==> src/rtl/dv_sequencer.sv <==
// Test sequencer: waits for the DUT, runs NPHASE stimulus phases with a one-cycle
// gap between them, drains, waits for the checker, then reports pass or fail.
module dv_sequencer #(
  parameter int NPHASE  = 2,
  parameter int PW      = 4,
  parameter int DRAIN   = 16,
  parameter int TIMEOUT = 5000,
  parameter int CW      = 32
) (
  input  logic          clk,
  input  logic          nreset,
  input  logic          start,
  input  logic          dut_active,
  input  logic          cmds_done,
  input  logic          test_done,
  output logic          stim_go,
  output logic [PW-1:0] phase,
  output logic          draining,
  output logic          finish,
  output logic          pass,
  output logic          timeout,
  output logic [CW-1:0] cycles,
  output logic [2:0]    state_dbg
);

  // Handshake: every input is a level sampled on the rising edge; every output
  // is a flop, so a sampled input shows up on the outputs one edge later.

  typedef enum logic [2:0] {
    S_IDLE      = 3'd0,
    S_WAIT_ACT  = 3'd1,
    S_RUN       = 3'd2,
    S_GAP       = 3'd3,
    S_DRAIN     = 3'd4,
    S_WAIT_TEST = 3'd5,
    S_DONE      = 3'd6,
    S_FAIL      = 3'd7
  } state_t;

  localparam int DCW = (DRAIN > 1) ? $clog2(DRAIN) : 1;

  state_t         state;
  state_t         state_nx;
  logic [DCW-1:0] drain_cnt;
  logic           active;
  logic           active_nx;
  logic           terminal;
  logic           terminal_nx;
  logic           wd_hit;

  assign state_dbg = state;

  always_comb begin
    active      = (state inside {S_WAIT_ACT, S_RUN, S_GAP, S_DRAIN, S_WAIT_TEST});
    terminal    = (state inside {S_DONE, S_FAIL});
    wd_hit      = active && (cycles == CW'(TIMEOUT - 1));
    state_nx    = state;
    case (state)
      S_IDLE:      if (start) state_nx = S_WAIT_ACT;
      S_WAIT_ACT:  if (dut_active) state_nx = S_RUN;
      S_RUN: begin
        if (!dut_active)    state_nx = S_FAIL;
        else if (cmds_done) state_nx = (phase == PW'(NPHASE - 1)) ? S_DRAIN : S_GAP;
      end
      S_GAP:       state_nx = dut_active ? S_RUN : S_FAIL;
      S_DRAIN: begin
        if (!dut_active)                       state_nx = S_FAIL;
        else if (drain_cnt == DCW'(DRAIN - 1)) state_nx = S_WAIT_TEST;
      end
      S_WAIT_TEST: begin
        if (!dut_active)    state_nx = S_FAIL;
        else if (test_done) state_nx = S_DONE;
      end
      default:     state_nx = state;
    endcase
    // Watchdog outranks everything, including a coincident normal transition.
    if (wd_hit) state_nx = S_FAIL;
    active_nx   = (state_nx inside {S_WAIT_ACT, S_RUN, S_GAP, S_DRAIN, S_WAIT_TEST});
    terminal_nx = (state_nx inside {S_DONE, S_FAIL});
  end

  always_ff @(posedge clk) begin
    if (!nreset) begin
      state     <= S_IDLE;
      stim_go   <= 1'b0;
      phase     <= '0;
      draining  <= 1'b0;
      finish    <= 1'b0;
      pass      <= 1'b0;
      timeout   <= 1'b0;
      cycles    <= '0;
      drain_cnt <= '0;
    end else begin
      state    <= state_nx;
      stim_go  <= (state_nx == S_RUN);
      draining <= (state_nx == S_DRAIN);
      finish   <= terminal_nx && !terminal;
      if (state_nx == S_DONE) pass <= 1'b1;
      if (wd_hit) timeout <= 1'b1;
      // The edge into DONE/FAIL does not count, so the frozen value is the last active one.
      if (state == S_IDLE)
        cycles <= '0;
      else if (active && active_nx && (cycles != '1))
        cycles <= cycles + CW'(1);
      if (state == S_WAIT_ACT && state_nx == S_RUN)
        phase <= '0;
      else if (state == S_GAP && state_nx == S_RUN)
        phase <= phase + PW'(1);
      drain_cnt <= (state == S_DRAIN) ? drain_cnt + DCW'(1) : '0;
    end
  end

endmodule

==> config.mk <==
export PLATFORM = sky130hd
export DESIGN_NAME = dv_sequencer
export DESIGN_NICKNAME = d
export VERILOG_FILES = /design/src/rtl/dv_sequencer.sv
export SDC_FILE = /design/constraint.sdc
export NUM_CORES = 1
export LEC_CHECK = 0
export ABC_AREA = 1
export CAP_MARGIN = 20
export CORE_UTILIZATION = 30
export DETAILED_ROUTE_END_ITERATION = 8
export SLEW_MARGIN = 30
export SYNTH_ARGS = -nofsm -noshare
export SYNTH_HDL_FRONTEND = slang
export SYNTH_SLANG_ARGS = --single-unit
==> constraint.sdc <==
create_clock -name clk -period 3.22 [get_ports clk]
set_input_delay 0.805 -clock clk [delete_from_list [all_inputs] [get_ports clk]]
set_output_delay 0.805 -clock clk [all_outputs]
set_load 0.01 [all_outputs]
==> flow_summary.toml, run 1 <==
[finish]
final_cell_mix = "nand2_1, nor2_1, inv_1, clkdlybuf4s50_1, dfxtp_1"
final_common_cell = "nand2_1"
fill_cells = 1092
fin_nets = 549
antenna_cells = 0
multiInputGateArea_sq_um = 1857
ff_latch_area_sq_um = 960.9
drive_gt1_frac = 0.04259
synthToLayoutAreaGrowth_pct = 21.90

[timing]
fin_setup_tns_ns = 0
drv_slew = 0
min_period_over_period = 0.7919
worst_clock_skew_ns = 0.007362
relSlewSlack = 0.4161
fin_crit_ns = 2.550
rsz0062_at_grt = "false"
fmax_ghz = 0.3922
tightest_slew_ns = 0.8726
hold-worst-slack_ns = 0.4534
setup_violations = 0
finalHoldViolations = 0

[pwr]
sw_frac_of_total = 0.3804
ir_drop_uv = 264.1
switchingPower_uw = 548.1
p_leak_nw = 1.345
p_seq_frac = 0.447
internal_power_uw = 892.6
power.share.clock = 0.278
power_density_nw_per_um2 = 380.9
pwr-share-comb = 0.276

[critical_path]
critPathRequiredTime_ns = 3.43
crit_family = "simple AND/OR/NAND/NOR gates"
arrival_ns = 2.76
path_max_fanout = 34
critPathSlowestCell = "o21ai_4"
end_kind = "flop"
start_kind = "flop"
crit_type = "flop to flop"
cp_cell_sequence = "nor2_2 > o21ai_4 > nand2_1 > nor2_2 > nand2_2 > nand2_2 > nand2_2 > nand3_4 > nand2_1 > nand2_1 > nor2_1"
crit_buf_inv = 0
max_stage_delay_ns = 0.69

[drt]
wl_per_cell_um = 13.63
via_per_inst = 4.939
wl_mm = 9.174
drc = 0
drt_iter0_markers = 165
drt.antenna.violating_nets = 0
vias = 3324
first_pass_iters = 5

[synthesis]
async_reset_ff_frac = 0
ys_seq_area_frac = 0.3097
synth_nets = 508
yosysTopAreaCellShare = 0.3097
ys_ff_latch = 48
synth_cell_types = 26
synth.avg_cell_area_sq_um = 6.231
yosysWarnings = 0
synth_area_leaders = "dfxtp_1, nand2_1, nor2_1"
synth_top_area_cell = "dfxtp_1"
synth_area_sq_um = 3103
synth_flop_cell = "dfxtp_1"
synth_edf_count = 0
synthCells = 498

[cts]
cts_resized = 0
cts_tree = "built"
clock_latency_ns = 0.31
clk_path_buf_depth = 2
clkTransAtPathRegs_ns = 0.09
cts_setup_buffers = 0
root_buffer = "clkbuf_8"
cts_hold_buf = 0
cts_num_sinks = 48
cts_made_buffers = 5
htreeDepth = 2

[run]
drv_cap = 0

[placement]
dp.final_hpwl_mm = 6.960
port_buffers = 49
place_congestion = 0.9663

[die]
die_w_um = 103.7
die_y_um = 103.7
coreArea_sq_um = 9910
start_util = 0.3131
io_pins = 50
die_area_sq_um = 10750
row_count = 36

[grt]
grt_pass1_wl_mm = 15.26
antenna_found_initial = 0
grt_use_total = 0.1741
overflow = 0
grt_pass1_vias = 2988
grt_max_degree = 35

[run_status]
outcome = "completed"

[hold_path]
hold_path_class = "flop to flop"
==> flip-flops by register name, indices dropped and copies added (netlist names) <==
| register | flops |
|---|---|
| drain_cnt | 4 |
| finish | 1 |
| stim_go | 1 |
| timeout | 1 |
| state_dbg | 3 |
| phase | 4 |
| pass | 1 |
| cycles | 32 |
| draining | 1 |
==> cell families after synthesis <==
logic type	share of synthesized area
and+or+nand+nor	0.4508
buffers and inverters	0.09193
DFF	0.3097
AOI/OAI and AO/OA	0.07500
xor gates and xnor gates	0.05645
adders and majority gates	0.01613
==> power by group through the flow <==
| stage | Clock [mW] | Sequential [mW] | Combinational [mW] |
|---|---|---|---|
| after global routing | 0.435 | 0.649 | 0.446 |
| after floorplan | 0 | 0.649 | 0.330 |
| final | 0.400 | 0.644 | 0.397 |
| after global placement | 0 | 0.658 | 0.395 |
| after CTS | 0.410 | 0.644 | 0.399 |
| after detailed placement | 0 | 0.657 | 0.400 |
==> per-layer routing <==
layer  up-vias  global-route usage  wire, um
li1       1697                   -         -
met1      1518              0.2358      4345
met2        97              0.2867      4234
met3        12             0.02706       461
met4         0             0.04694       132
met5         -                   0         0
==> synth_stat cells, types with 3 or more instances <==
master,count
nand2_1,147
nor2_1,67
ha_1,4
dfxtp_1,48
nand3_1,30
nand2_2,4
xor2_1,15
nand4_1,36
o21ai_0,3
nor2_2,3
nand3b_1,4
buf_6,3
inv_1,49
a21oi_1,39
buf_2,5
xnor2_1,5
clkbuf_1,9
nor3_1,18
==> metrics by stage <==
stage          area [sq um]    util  setup WS (ns)  power (mW)  std cells
5_1_grt                3782  0.3817         0.3681       1.530        673
3_5_place_dp           3685  0.3718         0.4913       1.057        665
3_3_place_gp           3685  0.3718         0.5694       1.053        665
4_1_cts                3782  0.3817         0.6601       1.453        673
6_report               3782  0.3817         0.6701       1.441        673
2_1_floorplan          3103       -          1.351      0.9788        498
==> area by class of cell <==
type / instances / share of cell area
sequential: 48 / 0.2541
tap: 133 / 0.04400
timing repair buffer: 52 / 0.1356
multi-input combinational: 382 / 0.4909
clock buffer: 6 / 0.02183
clock inverter: 2 / 0.003970
inverter: 50 / 0.04962
==> final timing paths <==
kind	startpoint	end	slack (ns)	cells after the start
max	state_dbg[1]	cycles[1]	0.67	11
min	drain_cnt[0]	drain_cnt[0]	0.45	1
max reg2reg	state_dbg[1]	cycles[1]	0.67	11
min reg2reg	drain_cnt[0]	drain_cnt[0]	0.45	1
(Power assumes the default switching activity.)
==> run 2: changes to the inputs <==
clock period = 2.4 ns   (was 3.22 ns; I/O delays follow)
==> run 2 against run 1 <==
Net effect:
- combinational power grew 61%
- register-to-register slack got worse by 0.37 ns
- critical path depth shrank 10
- non-clock buffer count increased by 14
- worst setup slack got worse by 0.41 ns
- clock power rose by 50%
==> flow_summary.toml, run 2 (synthesized netlist as in run 1, its figures left out) <==
[cts]
clock_latency_ns = 0.30
clkTransAtPathRegs_ns = 0.10
cts_made_buffers = 5
root_buffer = "clkbuf_8"
htreeDepth = 2
clk_path_buf_depth = 2
cts_num_sinks = 48
cts_hold_buf = 0
cts_resized = 0
cts_setup_buffers = 0
cts_tree = "built"

[hold_path]
hold_path_end = "drain_cnt[0]"
hold_depth = 1
hold_path_startpoint = "drain_cnt[0]"
hold_path_class = "flop to flop"

[timing]
relSlewSlack = 0.6674
setup_ws_ns = 0.2609
drv_slew = 0
setup_violations = 0
finalHoldViolations = 0
tightest_slew_ns = 0.4950
rsz0062_at_grt = "false"
fin_crit_ns = 2.139
worst_clock_skew_ns = 0.008427
min_period_over_period = 0.8913
hold-worst-slack_ns = 0.4616
fin_setup_tns_ns = 0
fmax_ghz = 0.4675

[critical_path]
reg2reg_depth = 9
crit_family = "buffers and inverters"
start_kind = "flop"
reg2reg_slack_ns = 0.30
crit_buf_inv = 1
end_kind = "primary output"
cp_cell_sequence = "clkdlybuf4s50_1"
critPathRequiredTime_ns = 1.80
max_stage_delay_ns = 0.62
r2r-end = "cycles[30]"
critPathSlowestCell = "clkdlybuf4s50_1"
crit_type = "flop to primary output"
arrival_ns = 1.54
path_max_fanout = 11
timing.rr.start = "cycles[0]"

[drt]
vias = 3356
drc = 0
via_per_inst = 4.885
drt.antenna.violating_nets = 0
wl_mm = 9.431
first_pass_iters = 4
wl_per_cell_um = 13.73
drt_iter0_markers = 171

[grt]
grt_max_degree = 32
antenna_found_initial = 0
grt_pass1_vias = 3130
grt_pass1_wl_mm = 15.99
overflow = 0
grt_use_total = 0.1815

[die]
io_pins = 50
die_w_um = 103.7
row_count = 36
die_y_um = 103.7
start_util = 0.3131
die_area_sq_um = 10750
coreArea_sq_um = 9910

[finish]
fill_cells = 1082
final_cells = 687
final_common_cell = "nand2_1"
synthToLayoutAreaGrowth_pct = 26.13
fin_nets = 563
antenna_cells = 0
largestRegisters = "cycles x32, drain_cnt x4, phase x4"
ff_latch_area_sq_um = 960.9
final_cell_mix = "nand2_1, nor2_1, inv_1, clkdlybuf4s50_1, dfxtp_1"
drive_gt1_frac = 0.06679
regMostFlops = "cycles"
largest_register_ffs = 32
multiInputGateArea_sq_um = 1857

[placement]
port_buffers = 49
dp_cells = 679
place_ws_ns = 0.07354
place_congestion = 0.9313
dp.final_hpwl_mm = 7.289

[pwr]
p_seq_frac = 0.411
p_leak_nw = 1.432
power_density_nw_per_um2 = 537.8
sw_frac_of_total = 0.3567
ir_drop_uv = 305.5
pwr-share-comb = 0.303
power.share.clock = 0.286
switchingPower_uw = 750.9
internal_power_mw = 1.354

[run_status]
outcome = "completed"

[run]
drv_cap = 0
==> run 2: per-layer routing <==
layer	track usage	vias to the layer above	wire, um
met2	0.2996	69	4416
met1	0.2432	1543	4529
li1	-	1732	-
met3	0.02769	12	306
met4	0.05510	0	178
met5	0	-	0
==> run 2: power groups by stage <==
stage                     combinational (mW)  clock (mW)  sequential [mW]
after floorplan                        0.443           0            0.871
after global placement                 0.630           0            0.884
after detailed placement               0.637           0            0.885
after CTS                              0.639       0.627            0.866
after global routing                   0.704       0.660            0.871
final                                  0.638       0.601            0.866
==> run 2: through the flow <==
step	power [mW]	utilization	instance area (sq um)
2_1_floorplan	1.313	-	3103
3_3_place_gp	1.514	0.3837	3802
3_5_place_dp	1.522	0.3837	3802
4_1_cts	2.132	0.3949	3914
5_1_grt	2.235	0.3949	3914
6_report	2.105	0.3949	3914
==> run 2: worst max-delay path by stage <==
stage                      start           end  slack (ns)  cells past startpoint
global placement       cmds_done    cycles[20]        0.11                     10
finish              state_dbg[2]  state_dbg[2]        0.26                      1
global route           cycles[0]    cycles[14]        0.06                     10
floorplan              cycles[0]    cycles[28]        0.57                     11
detailed placement     cmds_done     cycles[4]        0.07                     10
CTS                 state_dbg[2]  state_dbg[2]        0.25                      1
==> run 2: worst register-to-register path: stages (launching register included) <==
cell and delay (ns):
dfxtp_1 0.46, ha_1 0.29, nand2_1 0.13, inv_1 0.08, nand3_1 0.07, nor3_1 0.17
nand4_1 0.23, buf_4 0.32, nand4_1 0.15, a21oi_1 0.08
==> run 2: final cells by class <==
class,instances,area share
multi-input cells,382,0.4744
flip-flops and latches,48,0.2455
repair buffers,66,0.1611
inverters,50,0.04795
well taps,133,0.04252
clock buffers,5,0.01758
clock inverters,3,0.01087
